===== config.mk =====
export PLATFORM = sky130hd
export DESIGN_NAME = misr_compactor
export DESIGN_NICKNAME = d
export VERILOG_FILES = /design/src/rtl/misr_compactor.sv
export SDC_FILE = /design/constraint.sdc
export NUM_CORES = 1
export LEC_CHECK = 0
export CELL_PAD_IN_SITES_DETAIL_PLACEMENT = 1
export CELL_PAD_IN_SITES_GLOBAL_PLACEMENT = 1
export CORE_MARGIN = 3
export CORE_UTILIZATION = 35
export CTS_CLUSTER_SIZE = 8
export DETAILED_ROUTE_END_ITERATION = 10
export PLACE_DENSITY_LB_ADDON = 0.1
export SLEW_MARGIN = 0
export SYNTH_ARGS = -nofsm -noshare
export SYNTH_HDL_FRONTEND = slang
export SYNTH_SLANG_ARGS = --single-unit

===== constraint.sdc =====
create_clock -name clk -period 4 [get_ports clk]
set_input_delay 0.4 -clock clk [delete_from_list [all_inputs] [get_ports clk]]
set_output_delay 0.4 -clock clk [all_outputs]
set_load 0.05 [all_outputs]

===== src/rtl/misr_compactor.sv =====
// Multiple-input signature register with run control: compacts a counted burst of
// response vectors into a signature and compares it against a golden value.
module misr_compactor #(
   parameter int unsigned      WIDTH = 16,
   parameter logic [WIDTH-1:0] POLY  = WIDTH'(16'h1021),
   parameter int unsigned      CNT_W = 16
) (
   input  logic             clk,
   input  logic             n_rst,
   input  logic             start,
   input  logic [WIDTH-1:0] seed,
   input  logic [CNT_W-1:0] num_patterns,
   input  logic             in_valid,
   input  logic [WIDTH-1:0] in_data,
   input  logic [WIDTH-1:0] golden,
   output logic             in_ready,
   output logic             busy,
   output logic             done,
   output logic             pass,
   output logic [WIDTH-1:0] signature,
   output logic [1:0]       dbg_state
);

   typedef enum logic [1:0] {
      S_IDLE = 2'd0,
      S_RUN  = 2'd1,
      S_DONE = 2'd2
   } state_t;

   state_t           r_state;
   logic [WIDTH-1:0] r_q;
   logic [CNT_W-1:0] r_cnt;
   logic             r_pass;

   logic [WIDTH-1:0] w_next;
   logic             w_step;

   // Shift toward the MSB; the MSB folds back into every tapped stage.
   assign w_next = in_data ^ {r_q[WIDTH-2:0], 1'b0} ^ (POLY & {WIDTH{r_q[WIDTH-1]}});
   assign w_step = (r_state == S_RUN) && in_valid;

   always_ff @(posedge clk or negedge n_rst) begin
      if (!n_rst) begin
         r_state <= S_IDLE;
         r_q     <= '0;
         r_cnt   <= '0;
         r_pass  <= 1'b0;
      end else if (start) begin
         // start wins over a beat in the same cycle, from any state
         r_q   <= seed;
         r_cnt <= num_patterns;
         if (num_patterns == '0) begin
            r_state <= S_DONE;
            r_pass  <= (seed == golden);
         end else begin
            r_state <= S_RUN;
            r_pass  <= 1'b0;
         end
      end else if (w_step) begin
         r_q   <= w_next;
         r_cnt <= r_cnt - CNT_W'(1);
         if (r_cnt == CNT_W'(1)) begin
            r_state <= S_DONE;
            r_pass  <= (w_next == golden);
         end
      end
   end

   assign in_ready  = (r_state == S_RUN);
   assign busy      = in_ready;
   assign done      = (r_state == S_DONE);
   assign pass      = r_pass;
   assign signature = r_q;
   assign dbg_state = r_state;

endmodule

Yosys cells after proc, flatten, opt, wreduce, memory -nomap -nowiden
Index checks and enable logic that the tools add are counted.
- reduce and logical (&&, ||, !) cells: 5
- $add $sub $neg: 1
- mux-type cells: 12
- bitwise logic cells: 2
- equality and inequality tests: 5
- operators with widths (kind ; number):
    16-bit 2-to-1 mux ; 4
    16-bit == test ; 2
    16-bit by 1-bit == test with 1-bit output, second input constant ; 1
    16-bit logical NOT ; 1
    16-bit by 1-bit subtractor with 16-bit output, second input constant ; 1
    16-bit by 13-bit XOR with 16-bit output ; 1
    16-bit XOR ; 1
    2-bit 2-to-1 mux ; 4
    1-bit 2-to-1 mux ; 4
    2-bit nonzero test ; 2
    2-bit by 1-bit == test with 1-bit output, second input constant ; 1
    2-bit == test, second input constant ; 1
    2-bit AND reduction ; 1
    1-bit logical AND ; 1
- word-level logic and storage cells: 29
- output and inout port bits: 22
- input port bits: 68
- register bits after elaboration: 35

Depth between registers and ports, before layout
- depth in word-level cells: 6
- gate-level depth with buffers: 6

Worst setup path before layout
OpenSTA, ideal clock, no wires.
- kind: reg2reg
- start point: register r_state[0] (netlist: dbg_state[0])
- end point: register r_cnt[4]
- required time: 3.870 ns
- slack: 1.451 ns
- library setup time: 0.130 ns
- path buffers: 0
- stages on the path, launching flop included: 6
- period minus slack after synthesis: 2.549 ns
- data arrival time: 2.420 ns
- cell sequence: dfrtp_1 -> nor2b_1 -> nand2_1 -> nor4b_1 -> xnor2_1 -> o21ai_1
- longest elaborated chain between the ends: 3
- RTL lines (item ; RTL line ; RTL):
    start: declaration ; 30 ; state_t r_state;
    start signal: assignment ; 44 ; r_state <= S_IDLE;
    start signal: assignment ; 53 ; r_state <= S_DONE;
    start signal: assignment ; 56 ; r_state <= S_RUN;
    2-bit by 1-bit == test with 1-bit output ; -- ;
    named net busy ; 17 ; output logic busy,
    1-bit logical AND ; 40 ; assign w_step = (r_state == S_RUN) && in_valid;
    2-bit nonzero test (no line) ; -- ;
    end signal: assignment ; 51 ; r_cnt <= num_patterns;
    end signal: assignment ; 61 ; r_cnt <= r_cnt - CNT_W'(1);
    end: declaration ; 32 ; logic [CNT_W-1:0] r_cnt;
The timed path passes the listed nets, and every way through them passes these cells.
A chain may end at the register's enable or synchronous reset.

Final worst setup path
- start point: input in_valid
- end point: register r_cnt[7]
- longest elaborated chain between the ends: 2
- RTL lines (item ; RTL line ; RTL):
    start: declaration ; 13 ; input logic in_valid,
    1-bit logical AND ; 40 ;
    2-bit nonzero test (no line) ; -- ;
No other way between the ends.

==> flow_summary.yaml <==
setup_path:
  worstRegToRegCells: 5
  critical_path.startpoint_type: "input port"
  crit_type: "input port to register"
  critPathMaxFanout: 19
  path_buf_inv: 1
  slowest_stage: "and3b_1"
  path_cells: "clkdlybuf4s50_1, and3b_1, nand3_1, or3_1, xor2_1, o21ai_1"
  cp_num_cells: 6
  arrival_ns: 2.48
  required_ns: 4.13
  max_stage_delay_ns: 0.62
  worstSetupEndpointType: "register"
  critical_path.top_delay_family: "simple AND/OR/NAND/NOR gates"
grt:
  grt_pass1_wl_mm: 11.53
  grt_pass1_vias: 2345
  grt_usage_pct: 19.37
  grt_max_degree: 69
  antenna_found_initial: 0
  grt_overflow: 0
clock_tree:
  cts.path.max_buffers: 2
  path_clk_slew_ns: 0.07
  cts_resized: 0
  cts_sinks: 35
  clock_latency_ns: 0.29
  cts_setup_buffers: 0
  numCtsBuffers: 5
  ctsHoldBuffers: 0
  htree_levels: 2
  cts_tree: "done"
  cts_root_buf: "clkbuf_8"
synth:
  synth_warnings: 0
  synth_top_family_by_area: "XOR/XNOR gates"
  synth_ff_type: "dfrtp_1"
  synth_edf_count: 0
  syn_nets: 336
  yosys.area_share.simple_pct: 20.13
  async_reset_ff_share_pct: 100.0
  syn_area_per_cell_um2: 8.881
  synth.distinct_cells: 31
  synth_compound_area_share_pct: 11.76
  seq_area_frac_synth_pct: 37.08
  ys_ff_latch: 35
  syn-cell-area_mm2: 0.002362
  synthCells: 266
  synth-xor-area-share_pct: 26.85
  synthMuxAreaShare_pct: 0
  synth_fa_ha_area_share_pct: 1.059
final_layout:
  fin_area_mm2: 0.003372
  multi_input_area_mm2: 0.001413
  antenna-diode-count: 0
  stdcell_count: 428
  drive_gt1_share_pct: 4.274
  seq_area_um2: 875.8
  final_common_cell: "clkdlybuf4s50_1"
  layout.nets: 421
  final_cell_mix: "clkdlybuf4s50_1, nand2_1, xnor2_1"
  n_fill_cell: 775
  areaGrowthSynthToFinish_pct: 42.74
place:
  place.gp.congestion: 0.7858
  dpl_cell_area_mm2: 0.003284
  placed_cells: 421
  dp_hpwl_mm: 5.554
  portBuffers: 89
sta:
  max_slew_margin_pct: 26.73
  fin_tns_setup_ns: 0
  fin_crit_ns: 2.346
  rsz0062_at_grt: "false"
  tightest_slew_ns: 1.099
  fin_crit_sh_pct: 58.66
  slew_viol_final: 0
  fin_skew_ns: 0.003017
  fmax_ghz: 0.4262
  setup_viol: 0
  hold_viol_final: 0
routing:
  drt-vias-per-instance: 5.072
  routedWlPerCell_um: 16.84
  wirelength_mm: 7.207
  first_pass_iters: 4
  drc: 0
  antenna_left: 0
  vias: 2171
  drtIter0Drc: 70
die:
  core_mm2: 0.006459
  floorplan.rows: 29
  io_pins: 90
  die_area_mm2: 0.007771
  initial_utilization_pct: 36.57
  die_h_um: 88.16
  die_w_um: 88.16
status:
  status: "completed"
power_and_ir_drop:
  p_leak_nw: 1.296
  p_per_area_mw_per_mm2: 335.2
  worst_ir_drop_vdd_mv: 0.1535
min_path:
  worstHoldPathType: "input port to async pin"
job:
  cap_violations: 0
## stage by stage
step | setup slack [ns] | hold slack (ns) | utilization [%] | power, mW
6_report | 1.654 | 0.2068 | 52.21 | 1.130
5_1_grt | 1.502 | 0.2715 | 52.21 | 1.195
4_1_cts | 1.645 | 0.2438 | 52.21 | 1.144
3_5_place_dp | 1.366 | 0.5546 | 50.85 | 0.8703
3_3_place_gp | 1.424 | 0.5564 | 50.85 | 0.8653
2_1_floorplan | 1.451 | 0.1044 | - | 0.6894
## routing by layer
layer / part of all wire [%] / up-vias / global-route usage [%]
met5: 0 / - / 0
met4: 0.92 / 0 / 4.121
met3: 5.8 / 6 / 4.798
met2: 52 / 54 / 36.30
met1: 41 / 1033 / 22.19
li1: - / 1078 / -
## registers in the layout (all words and copies together), names as in the netlist
signal,flops
r_cnt,16
dbg_state,2
signature,16
pass,1
## cell type report
type	count	area share (%)
Clock inverter	1	0.1484
Sequential cell	35	25.97
Inverter	3	0.3340
Timing Repair Buffer	90	26.35
Tap cell	77	2.857
Multi-Input combinational cell	216	41.89
Clock buffer	6	2.449
## report_power, final
group,internal (mW),total [mW],switching [mW]
sequential,0.391,0.435,0.0439
clock,0.135,0.269,0.133
combinational,0.204,0.427,0.223
## Yosys cell counts (4+ instances only)
cell type  number  area, µm²
nor2_1          9      33.78
nand2_1        49      183.9
o21ai_0        42      210.2
xor2_1          9      78.83
nor3_1          6      30.03
xnor2_1        48      420.4
nand4_1         8      50.05
nor4_1         10      62.56
xnor3_1         6      135.1
o21ai_1         4      20.02
clkbuf_1        8      30.03
dfrtp_1        35      875.8
## final timing paths
check / slack (ns) / to / startpoint
max in group asynchronous: 3.27 / signature[8] / n_rst
setup reg to reg: 1.76 / r_cnt[7] / dbg_state[1]
setup / recovery: 1.65 / r_cnt[7] / in_valid
hold reg to reg: 0.57 / dbg_state[1] / dbg_state[1]
min in group clk: 0.57 / dbg_state[1] / dbg_state[1]
hold / removal: 0.21 / r_cnt[8] / n_rst
## cells by family after synthesis
logic type / Yosys count
flip-flops: 35
adder cells (fa/ha/maj): 2
XOR/XNOR: 63
AO/OA/AOI/OAI: 53
AND/OR/NAND/NOR: 98
buffers and inverters: 15
(Power assumes the default switching activity.)
